$ cat src/rtl/vga_pkg.sv
// Shared VGA definitions: sync polarity levels, standard timing sets and the
// RGB332 -> RGB888 bit-replication expansion used by the scan-out pipeline.
package vga_pkg;

    localparam bit SYNC_ACT_LOW  = 1'b0;
    localparam bit SYNC_ACT_HIGH = 1'b1;

    typedef struct packed {
        int h;
        int hfp;
        int hs;
        int hbp;
        int v;
        int vfp;
        int vs;
        int vbp;
        bit hs_pol;
        bit vs_pol;
    } vga_timing_t;

    localparam vga_timing_t VGA_640x400_70 = '{640, 16, 96, 48, 400, 12, 2, 35,
                                               SYNC_ACT_LOW, SYNC_ACT_HIGH};
    localparam vga_timing_t VGA_640x480_60 = '{640, 16, 96, 48, 480, 10, 2, 33,
                                               SYNC_ACT_LOW, SYNC_ACT_LOW};

    typedef struct packed {
        logic [7:0] r;
        logic [7:0] g;
        logic [7:0] b;
    } rgb888_t;

    // Replicating the top bits keeps full black and full white exact.
    function automatic rgb888_t rgb332_expand(input logic [7:0] p);
        rgb888_t c;
        c.r = {p[7:5], p[7:5], p[7:6]};
        c.g = {p[4:2], p[4:2], p[4:3]};
        c.b = {4{p[1:0]}};
        return c;
    endfunction

endpackage

$ cat src/rtl/vga_delay_line.sv
// Fixed-depth register delay with asynchronous clear to RESET_VAL; DEPTH=0 is a
// plain wire so callers can follow the RAM read latency down to zero.
module vga_delay_line #(
    parameter int               WIDTH     = 1,
    parameter int               DEPTH     = 1,
    parameter logic [WIDTH-1:0] RESET_VAL = '0
) (
    input  logic             pclk,
    input  logic             reset_n,
    input  logic [WIDTH-1:0] din,
    output logic [WIDTH-1:0] dout
);

    generate
        if (DEPTH == 0) begin : g_pass
            assign dout = din;
        end else begin : g_pipe
            logic [WIDTH-1:0] taps [DEPTH];

            always_ff @(posedge pclk or negedge reset_n) begin
                if (!reset_n) begin
                    for (int i = 0; i < DEPTH; i++) taps[i] <= RESET_VAL;
                end else begin
                    taps[0] <= din;
                    for (int i = 1; i < DEPTH; i++) taps[i] <= taps[i-1];
                end
            end

            assign dout = taps[DEPTH-1];
        end
    endgenerate

endmodule

$ cat src/rtl/vga_fb_scanout.sv
// VGA timing generator with framebuffer scan-out and integer pixel replication.
// Optional VGA_TESTPAT_EN adds test_en, replacing RAM data with an address ramp.
module vga_fb_scanout
    import vga_pkg::*;
#(
    parameter int H      = 640,
    parameter int HFP    = 16,
    parameter int HS     = 96,
    parameter int HBP    = 48,
    parameter int V      = 400,
    parameter int VFP    = 12,
    parameter int VS     = 2,
    parameter int VBP    = 35,
    parameter bit HS_POL = SYNC_ACT_LOW,
    parameter bit VS_POL = SYNC_ACT_HIGH,
    parameter int HSCALE = 4,
    parameter int VSCALE = 4,
    parameter int RD_LAT = 1,
    parameter int CNT_W  = 10,
    localparam int FB_W   = H / HSCALE,
    localparam int FB_H   = V / VSCALE,
    localparam int ADDR_W = (FB_W * FB_H > 1) ? $clog2(FB_W * FB_H) : 1
) (
    input  logic              pclk,
    input  logic              reset_n,
`ifdef VGA_TESTPAT_EN
    input  logic              test_en,
`endif
    output logic [ADDR_W-1:0] fb_addr,
    output logic              fb_rd,
    input  logic [7:0]        fb_data,
    output logic              hs,
    output logic              vs,
    output logic [7:0]        r,
    output logic [7:0]        g,
    output logic [7:0]        b,
    output logic              VGA_HB,
    output logic              VGA_VB,
    output logic              VGA_DE,
    output logic [CNT_W-1:0]  hcount,
    output logic [CNT_W-1:0]  vcount,
    output logic              frame_start
);

    localparam int HSUB_W = (HSCALE > 1) ? $clog2(HSCALE) : 1;
    localparam int VSUB_W = (VSCALE > 1) ? $clog2(VSCALE) : 1;

    localparam logic [CNT_W-1:0]  H_END      = CNT_W'(H + HFP + HS + HBP - 1);
    localparam logic [CNT_W-1:0]  V_END      = CNT_W'(V + VFP + VS + VBP - 1);
    localparam logic [CNT_W-1:0]  H_VIS      = CNT_W'(H);
    localparam logic [CNT_W-1:0]  V_VIS      = CNT_W'(V);
    localparam logic [CNT_W-1:0]  H_LAST_VIS = CNT_W'(H - 1);
    localparam logic [CNT_W-1:0]  V_LAST_VIS = CNT_W'(V - 1);
    localparam logic [CNT_W-1:0]  HS_BEG     = CNT_W'(H + HFP);
    localparam logic [CNT_W-1:0]  HS_FIN     = CNT_W'(H + HFP + HS - 1);
    localparam logic [CNT_W-1:0]  VS_BEG     = CNT_W'(V + VFP);
    localparam logic [CNT_W-1:0]  VS_FIN     = CNT_W'(V + VFP + VS - 1);
    localparam logic [HSUB_W-1:0] HSUB_END   = HSUB_W'(HSCALE - 1);
    localparam logic [VSUB_W-1:0] VSUB_END   = VSUB_W'(VSCALE - 1);
    localparam logic [ADDR_W-1:0] ROW_STEP   = ADDR_W'(FB_W);

    generate
        if ((H % HSCALE) != 0 || (V % VSCALE) != 0) begin : g_bad_scale
            $error("vga_fb_scanout: H and V must be integer multiples of HSCALE and VSCALE");
        end
    endgenerate

    logic              test_active;
    logic [CNT_W-1:0]  h_nxt, v_nxt;
    logic              h_wrap, v_wrap, vis_now, vis_nxt, line_end, frame_nxt;

    always_comb begin
        h_wrap    = (hcount == H_END);
        v_wrap    = (vcount == V_END);
        h_nxt     = h_wrap ? '0 : hcount + 1'b1;
        v_nxt     = vcount;
        if (h_wrap) v_nxt = v_wrap ? '0 : vcount + 1'b1;
        vis_now   = (hcount < H_VIS) && (vcount < V_VIS);
        vis_nxt   = (h_nxt < H_VIS) && (v_nxt < V_VIS);
        line_end  = vis_now && (hcount == H_LAST_VIS);
        frame_nxt = (h_nxt == '0) && (v_nxt == '0);
    end

    // Stage 0: counters and raw decodes registered together from the next count
    logic hs_raw, vs_raw, hb_raw, vb_raw;

    always_ff @(posedge pclk or negedge reset_n) begin
        if (!reset_n) begin
            hcount      <= '0;
            vcount      <= '0;
            fb_rd       <= 1'b0;
            frame_start <= 1'b0;
            hs_raw      <= ~HS_POL;
            vs_raw      <= ~VS_POL;
            hb_raw      <= 1'b1;
            vb_raw      <= 1'b1;
        end else begin
            hcount      <= h_nxt;
            vcount      <= v_nxt;
            fb_rd       <= vis_nxt & ~test_active;
            frame_start <= frame_nxt;
            hs_raw      <= ((h_nxt >= HS_BEG) && (h_nxt <= HS_FIN)) ? HS_POL : ~HS_POL;
            vs_raw      <= ((v_nxt >= VS_BEG) && (v_nxt <= VS_FIN)) ? VS_POL : ~VS_POL;
            hb_raw      <= (h_nxt >= H_VIS);
            vb_raw      <= (v_nxt >= V_VIS);
        end
    end

    logic [ADDR_W-1:0] line_base;
    logic [HSUB_W-1:0] hsub;
    logic [VSUB_W-1:0] vsub;

    // The last row wraps straight to 0 so the address never passes FB_W*FB_H-1.
    always_ff @(posedge pclk or negedge reset_n) begin
        if (!reset_n) begin
            fb_addr   <= '0;
            line_base <= '0;
            hsub      <= '0;
            vsub      <= '0;
        end else if (frame_nxt) begin
            fb_addr   <= '0;
            line_base <= '0;
            hsub      <= '0;
            vsub      <= '0;
        end else if (line_end) begin
            hsub <= '0;
            if (vsub == VSUB_END) begin
                vsub <= '0;
                if (vcount == V_LAST_VIS) begin
                    line_base <= '0;
                    fb_addr   <= '0;
                end else begin
                    line_base <= line_base + ROW_STEP;
                    fb_addr   <= line_base + ROW_STEP;
                end
            end else begin
                vsub    <= vsub + 1'b1;
                fb_addr <= line_base;
            end
        end else if (vis_now) begin
            if (hsub == HSUB_END) begin
                hsub    <= '0;
                fb_addr <= fb_addr + 1'b1;
            end else begin
                hsub <= hsub + 1'b1;
            end
        end
    end

    logic [7:0] pix;

`ifdef VGA_TESTPAT_EN
    logic [7:0] addr8;
    logic [8:0] tp_d;

    always_comb begin
        addr8 = '0;
        for (int i = 0; i < 8 && i < ADDR_W; i++) addr8[i] = fb_addr[i];
    end

    vga_delay_line #(.WIDTH(9), .DEPTH(RD_LAT), .RESET_VAL(9'd0)) u_tp_dly (
        .pclk    (pclk),
        .reset_n (reset_n),
        .din     ({test_en, addr8}),
        .dout    (tp_d)
    );

    assign test_active = test_en;
    assign pix         = tp_d[8] ? tp_d[7:0] : fb_data;
`else
    assign test_active = 1'b0;
    assign pix         = fb_data;
`endif

    // Stage 1..RD_LAT: control follows the RAM read so it lines up with fb_data
    logic [4:0] ctl_d;

    vga_delay_line #(.WIDTH(5), .DEPTH(RD_LAT),
                     .RESET_VAL({~HS_POL, ~VS_POL, 3'b110})) u_ctl_dly (
        .pclk    (pclk),
        .reset_n (reset_n),
        .din     ({hs_raw, vs_raw, hb_raw, vb_raw, ~(hb_raw | vb_raw)}),
        .dout    (ctl_d)
    );

    rgb888_t px;
    assign px = rgb332_expand(pix);

    // Output stage: colour registered alongside the delayed sync/blank
    always_ff @(posedge pclk or negedge reset_n) begin
        if (!reset_n) begin
            hs     <= ~HS_POL;
            vs     <= ~VS_POL;
            VGA_HB <= 1'b1;
            VGA_VB <= 1'b1;
            VGA_DE <= 1'b0;
            r      <= '0;
            g      <= '0;
            b      <= '0;
        end else begin
            {hs, vs, VGA_HB, VGA_VB, VGA_DE} <= ctl_d;
            r <= ctl_d[0] ? px.r : '0;
            g <= ctl_d[0] ? px.g : '0;
            b <= ctl_d[0] ? px.b : '0;
        end
    end

endmodule

$ cat config.mk
export PLATFORM = sky130hd
export DESIGN_NAME = vga_fb_scanout
export DESIGN_NICKNAME = d
export VERILOG_FILES = /design/src/rtl/vga_pkg.sv /design/src/rtl/vga_delay_line.sv /design/src/rtl/vga_fb_scanout.sv
export SDC_FILE = /design/constraint.sdc
export NUM_CORES = 1
export LEC_CHECK = 0
export CAP_MARGIN = 20
export CORE_UTILIZATION = 57
export CTS_CLUSTER_DIAMETER = 120
export DETAILED_ROUTE_END_ITERATION = 10
export PLACE_DENSITY = 0.93
export SETUP_SLACK_MARGIN = 0.4
export SYNTH_ARGS = -nofsm -noshare
export SYNTH_HDL_FRONTEND = slang
export SYNTH_SLANG_ARGS = --single-unit
export TNS_END_PERCENT = 5
$ cat constraint.sdc
create_clock -name pclk -period 4.05 [get_ports pclk]
set_input_delay 0.81 -clock pclk [delete_from_list [all_inputs] [get_ports pclk]]
set_output_delay 0.81 -clock pclk [all_outputs]
set_load 0.01 [all_outputs]
Word level (Yosys, flattened, before mapping):

Index checks and enable logic that the tools add are counted.

* add/subtract/negate cells: 6
* $mul: 0
* div/mod/pow operators: 0
* order comparisons: 10
* equal/unequal tests: 6
* shifts and indexed selects: 0
* mux-type cells: 23
* bitwise logic cells: 2
* reduce and logical (&&, ||, !) cells: 12

Operator list (number)
* $mux 14: 8
* $mux 10: 3
* $mux 8: 3
* $add 10x1->10 const B: 2
* $eq 10x10->1 const B: 2
* $eq 10x9->1 const B: 2
* $ge 10x10->1 const B: 2
* $ge 10x9->1 const B: 2
* $logic_not 10->1: 2
* $lt 10x10->1 const B: 2
* $lt 10x9->1 const B: 2
* $add 14x1->14 const B: 1
* $add 14x8->14 const B: 1
* $mux 2: 7
* $le 10x10->1 const B: 1
* $le 10x9->1 const B: 1
* $logic_and 1x1->1: 6
* $reduce_bool 3->1: 2
* $add 2x1->2 const B: 2
* $eq 2x2->1 const B: 2
* $mux 1: 2
* $reduce_and 2->1: 1
* $reduce_bool 2->1: 1
* $not 1->1: 1
* $or 1x1->1: 1

* register bits: 92
* latch bits: 0
* RAM bits: 0
* ROM bits: 0
* input bits: 10
* output and inout bits: 65
* logic and storage cells: 80
* memories kept: 0

Longest topological paths before layout:

* word-level depth: 7
* depth in mapped cells: 10
* mapped depth without buffers: 9

Modules after synthesis:

Synthesis repeated with hierarchy kept, for this count alone.

* cell total of the unflattened synthesis: 441
* area, all modules: 4080.2 um2

By module, submodules not included
* vga_fb_scanout: times used 1, cells an instance 436, area an instance 3951.3 um2, seq. area each 1784.2 um2
* vga_delay_line: times used 1, cells an instance 5, area an instance 128.9 um2, seq. area each 128.9 um2

Worst setup path before layout:

Ideal clock, no wire load.

* path type: flip-flop to flip-flop
* start point: reg hcount[0]
* end point: reg fb_addr[3]
* library setup time: 0.127 ns
* data arrival time: 2.493 ns
* data required time: 3.923 ns
* setup slack: 1.430 ns
* stages on the path, launching flop included: 10
* buffers on the path: 1
* period minus slack after synthesis: 2.620 ns
* path through: dfrtp_1 ha_1 nand3b_1 nor4_1 mux2i_1 o21ai_2 nand4bb_4 nor4_4 buf_6 nor3_2

* cells in the longest elaborated chain, start to end: 6
* elaborated cells on any way between the ends: 16
* classes of those cells: add/sub (1); order compare (1); eq/ne (2); mux (4); reduce/logical (8)

RTL lines
* start: declaration: line vga_fb_scanout.sv:40 `output logic [CNT_W-1:0] hcount,`
* start signal: assignment: line vga_fb_scanout.sv:98 `hcount <= h_nxt;`
* $add 10x1->10 / $eq 10x10->1 (equally long branches): line vga_fb_scanout.sv:75, vga_fb_scanout.sv:73
* $mux 10, on equally long branches: line vga_fb_scanout.sv:75, vga_fb_scanout.sv:77
* $logic_not 10->1: line vga_fb_scanout.sv:81 `frame_nxt = (h_nxt == '0) && (v_nxt == '0);`
* $logic_and 1x1->1: line vga_fb_scanout.sv:81
* $reduce_bool 3->1 (no line)
* $reduce_and 2->1 (no line)
* end signal: assignment: line vga_fb_scanout.sv:134 `fb_addr <= line_base + ROW_STEP;`
* end signal: assignment: line vga_fb_scanout.sv:138 `fb_addr <= line_base;`
* end signal: assignment: line vga_fb_scanout.sv:143 `fb_addr <= fb_addr + 1'b1;`
* end: declaration: line vga_fb_scanout.sv:29 `output logic [ADDR_W-1:0] fb_addr,`

Parallel ways exist; a longest one is shown, timed or not.
A chain may end at the register's enable or synchronous reset.

Final worst setup path:

* start point: reg hcount[0]
* end point: reg fb_addr[12]

The elaborated chain is that of the path after synthesis.

==> flow_summary.yaml <==
route:
  dr_total_vias: 3684
  wl_per_cell_um: 16.4
  ant_nets: 0
  first_pass_iters: 5
  wl_met1_um: 4100
  maxUsedRoutingLayer: "met4"
  drcViolationCount: 0
  postRouteWirelength_um: 9890
  route.met3.wl_um: 857
  drtIter0Drc: 279
  via_per_inst: 6.11
  route.met2.wl_um: 4690
yosys:
  synthesis.area_um2: 4250
  synth.yosys.seq_area_share_pct: 45.1
  synth_cells: 447
  synthMuxAreaShare_pct: 0.973
  synth_compound_area_share_pct: 15.2
  synth-simple-area-share_pct: 25.3
  ys.flop_type: "dfrtp_1"
  synthXorXnorAreaFrac_pct: 3.89
  ys_top_cells_by_area: "dfrtp_1 (39%), dfstp_2 (5.6%), nor2_1 (4.9%)"
  yosys.area_share.adder_pct: 2.65
  ys_types: 68
  synth_seq_cells: 76
  synth_nets: 466
  synth_warnings: 0
  synth_edf_count: 0
  synth_top_family_by_area: "simple AND/OR/NAND/NOR gates"
  avgSynthCellArea_um2: 9.50
  synth_top_area_share_pct: 39.5
  ys_async_sr_fraction_pct: 100
  yosysTopAreaCell: "dfrtp_1"
critical_path:
  path_cells: "ha_1 > nand3b_1 > nor4_1 > mux2i_1 > o21ai_2 > nand4bb_4 > nor4_4 > buf_4 > nor4_1"
  crit_family: "simple AND/OR/NAND/NOR gates"
  cpMaxStageDelayCell: "nor4_1"
  slowest_delay_ps: 860
  critPathMostFrequentCell: "nor4_1"
  required_ps: 4260
  worstSetupPathType: "reg -> reg"
  worst_ep_arrival_time_ps: 3530
  end_kind: "flop"
  path_buf_inv: 1
  crit_path_start_kind: "flop"
  cp_max_fo: 32
timing:
  hold_violations: 0
  fin_crit_ps: 3320
  relSlewSlack_pct: 36.6
  fmax_mhz: 301
  slew_violations: 0
  tns_ps: 0
  period_share_pct: 81.9
  worst_pin_slew_ps: 942
  setup_viol: 0
  grt_setup_unrepaired: "false"
  skew_ps: 11.3
min_path:
  hold_path_class: "reg -> reg"
clock_network:
  ctsResizeCount: 0
  cts_hold_buf: 0
  clk_pin_slew_ps: 80
  cts_buffers: 9
  h-tree-depth: 3
  cts_setup_buffers: 0
  root_buffer: "clkbuf_8"
  clkLatencyLatePin_ps: 350
  cts_buffer_depth: 2
  cts_tree: "built"
  cts.sinks: 76
flow_run:
  max_cap_violations: 0
global_route:
  grt_usage_pct: 26.3
  grt_overflow: 0
  grt_pass1_wl_um: 15700
  grt_max_degree: 77
  grt_pass1_vias: 3278
  antenna_found_initial: 0
pwr:
  peakVddDrop_v: 0.000128
  p_leak_nw: 2.10
  pwr_density_cell_nw_per_um2: 288
  power_mw: 1.47
place:
  gp_congestion: 0.906
  dp_hpwl_um: 6830
  io_buffers: 74
  placedCellCount: 586
cells_and_area:
  nets: 518
  area_growth_pct: 20.4
  diodes: 0
  post-route-util_pct: 70.8
  drive_gt1_share_pct: 10.9
  final_cells: 603
run_status:
  status: "complete, no violations"
floorplan:
  core.rowCount: 31
  dieArea_um2: 7800
  fp.dieH_um: 88.3
  start_util_pct: 58.8
  fp.dieW_um: 88.3
  core_um2: 7210
  ios: 75
final cells by class:
type                            instances  area, µm²
Sequential cell                        76       1910
Clock inverter                          5       82.6
Fill cell                             540       2100
Inverter                               13       48.8
Timing Repair Buffer                   77        761
Clock buffer                           11        141
Multi-Input combinational cell        322       2040
Tap cell                               99        124
synth_stat cells, drive strengths merged (9+ instances only):
cell and n:
a21oi 32, and2 13, and3 9, buf 30, dfrtp 67, dfstp 9, ha 9, inv 13
nand2 38, nand3 21, nand4 11, nor2 55, nor3 13, nor4 13, o21ai 13, xnor2 13
sequential cells by signal, indices dropped and copies added, names as in the netlist, 2 cells and up:
register        flops
vcount             10
g                   3
hcount             10
r                   3
vsub                2
u_ctl_dly.dout      5
hsub                2
fb_addr            14
b                   2
line_base          14
routing by layer:
metal	up-vias	global-route usage, %
li1	1699	-
met1	1742	35.9
met2	220	39.8
met3	23	5.88
met4	0	13.0
met5	-	0
worst register-to-register path, cell delays in order, from the launching register on:
cell	delay, ps
dfrtp_1	490
ha_1	300
nand3b_1	220
nor4_1	860
mux2i_1	290
o21ai_2	110
nand4bb_4	240
nor4_4	130
buf_4	410
nor4_1	140
metrics by stage:
| step | hold slack [ps] | instance area (µm²) | worst slack, ps |
|---|---|---|---|
| 2_1_floorplan | 331 | 4250 | 1430 |
| 4_1_cts | 354 | 5100 | 838 |
| 3_3_place_gp | 336 | 4880 | 1040 |
| 6_report | 351 | 5110 | 731 |
| 5_1_grt | 362 | 5110 | 532 |
| 3_5_place_dp | 336 | 4880 | 883 |
cells by family (layout without fill, tap and decap cells):
logic type | Yosys count | after routing
simple gates | 199 | 199
compound gates | 92 | 92
flops | 76 | 76
buf+inv | 49 | 106
xor+xnor | 18 | 18
fa+ha+maj | 9 | 9
mux | 4 | 4
layout by cell type, fill, tap and decap left out, drive strengths merged, types with 4 or more instances in the layout:
cell / synthesis / final
o21ai: 13 / 13
xnor2: 13 / 13
nand2: 38 / 38
and4: 4 / 4
nand3: 21 / 21
or3: 4 / 4
buf: 30 / 4
dfrtp: 67 / 67
nor2: 55 / 55
nor4: 13 / 13
a21oi: 32 / 32
a31oi: 5 / 5
clkdlybuf4s50: 0 / 73
o22ai: 7 / 7
and3: 9 / 9
clkbuf: 6 / 11
a211oi: 7 / 7
nand4: 11 / 11
inv: 13 / 15
nor3: 13 / 13
ha: 9 / 9
a221oi: 4 / 4
and2: 13 / 13
xor2: 5 / 5
dfstp: 9 / 9
report_power, final:
group          leakage, nW  internal [mW]  switching (mW)  total [mW]
logic                 1.01         0.0293          0.0265      0.0559
registers            0.967          0.763         0.00286       0.766
clock network        0.114          0.368           0.281       0.649
final timing paths:
check	endpoint	depth (start not counted)	from	slack (ps)
max	fb_addr[12]	9	hcount[0]	730
min	vs	0	u_ctl_dly.dout[3]	350
max in group asynchronous	VGA_DE	1	reset_n	2860
min in group asynchronous	fb_addr[11]	1	reset_n	610
max reg2reg	fb_addr[12]	9	hcount[0]	730
min reg2reg	vs	0	u_ctl_dly.dout[3]	350
Power figures use the tool's default switching activity.
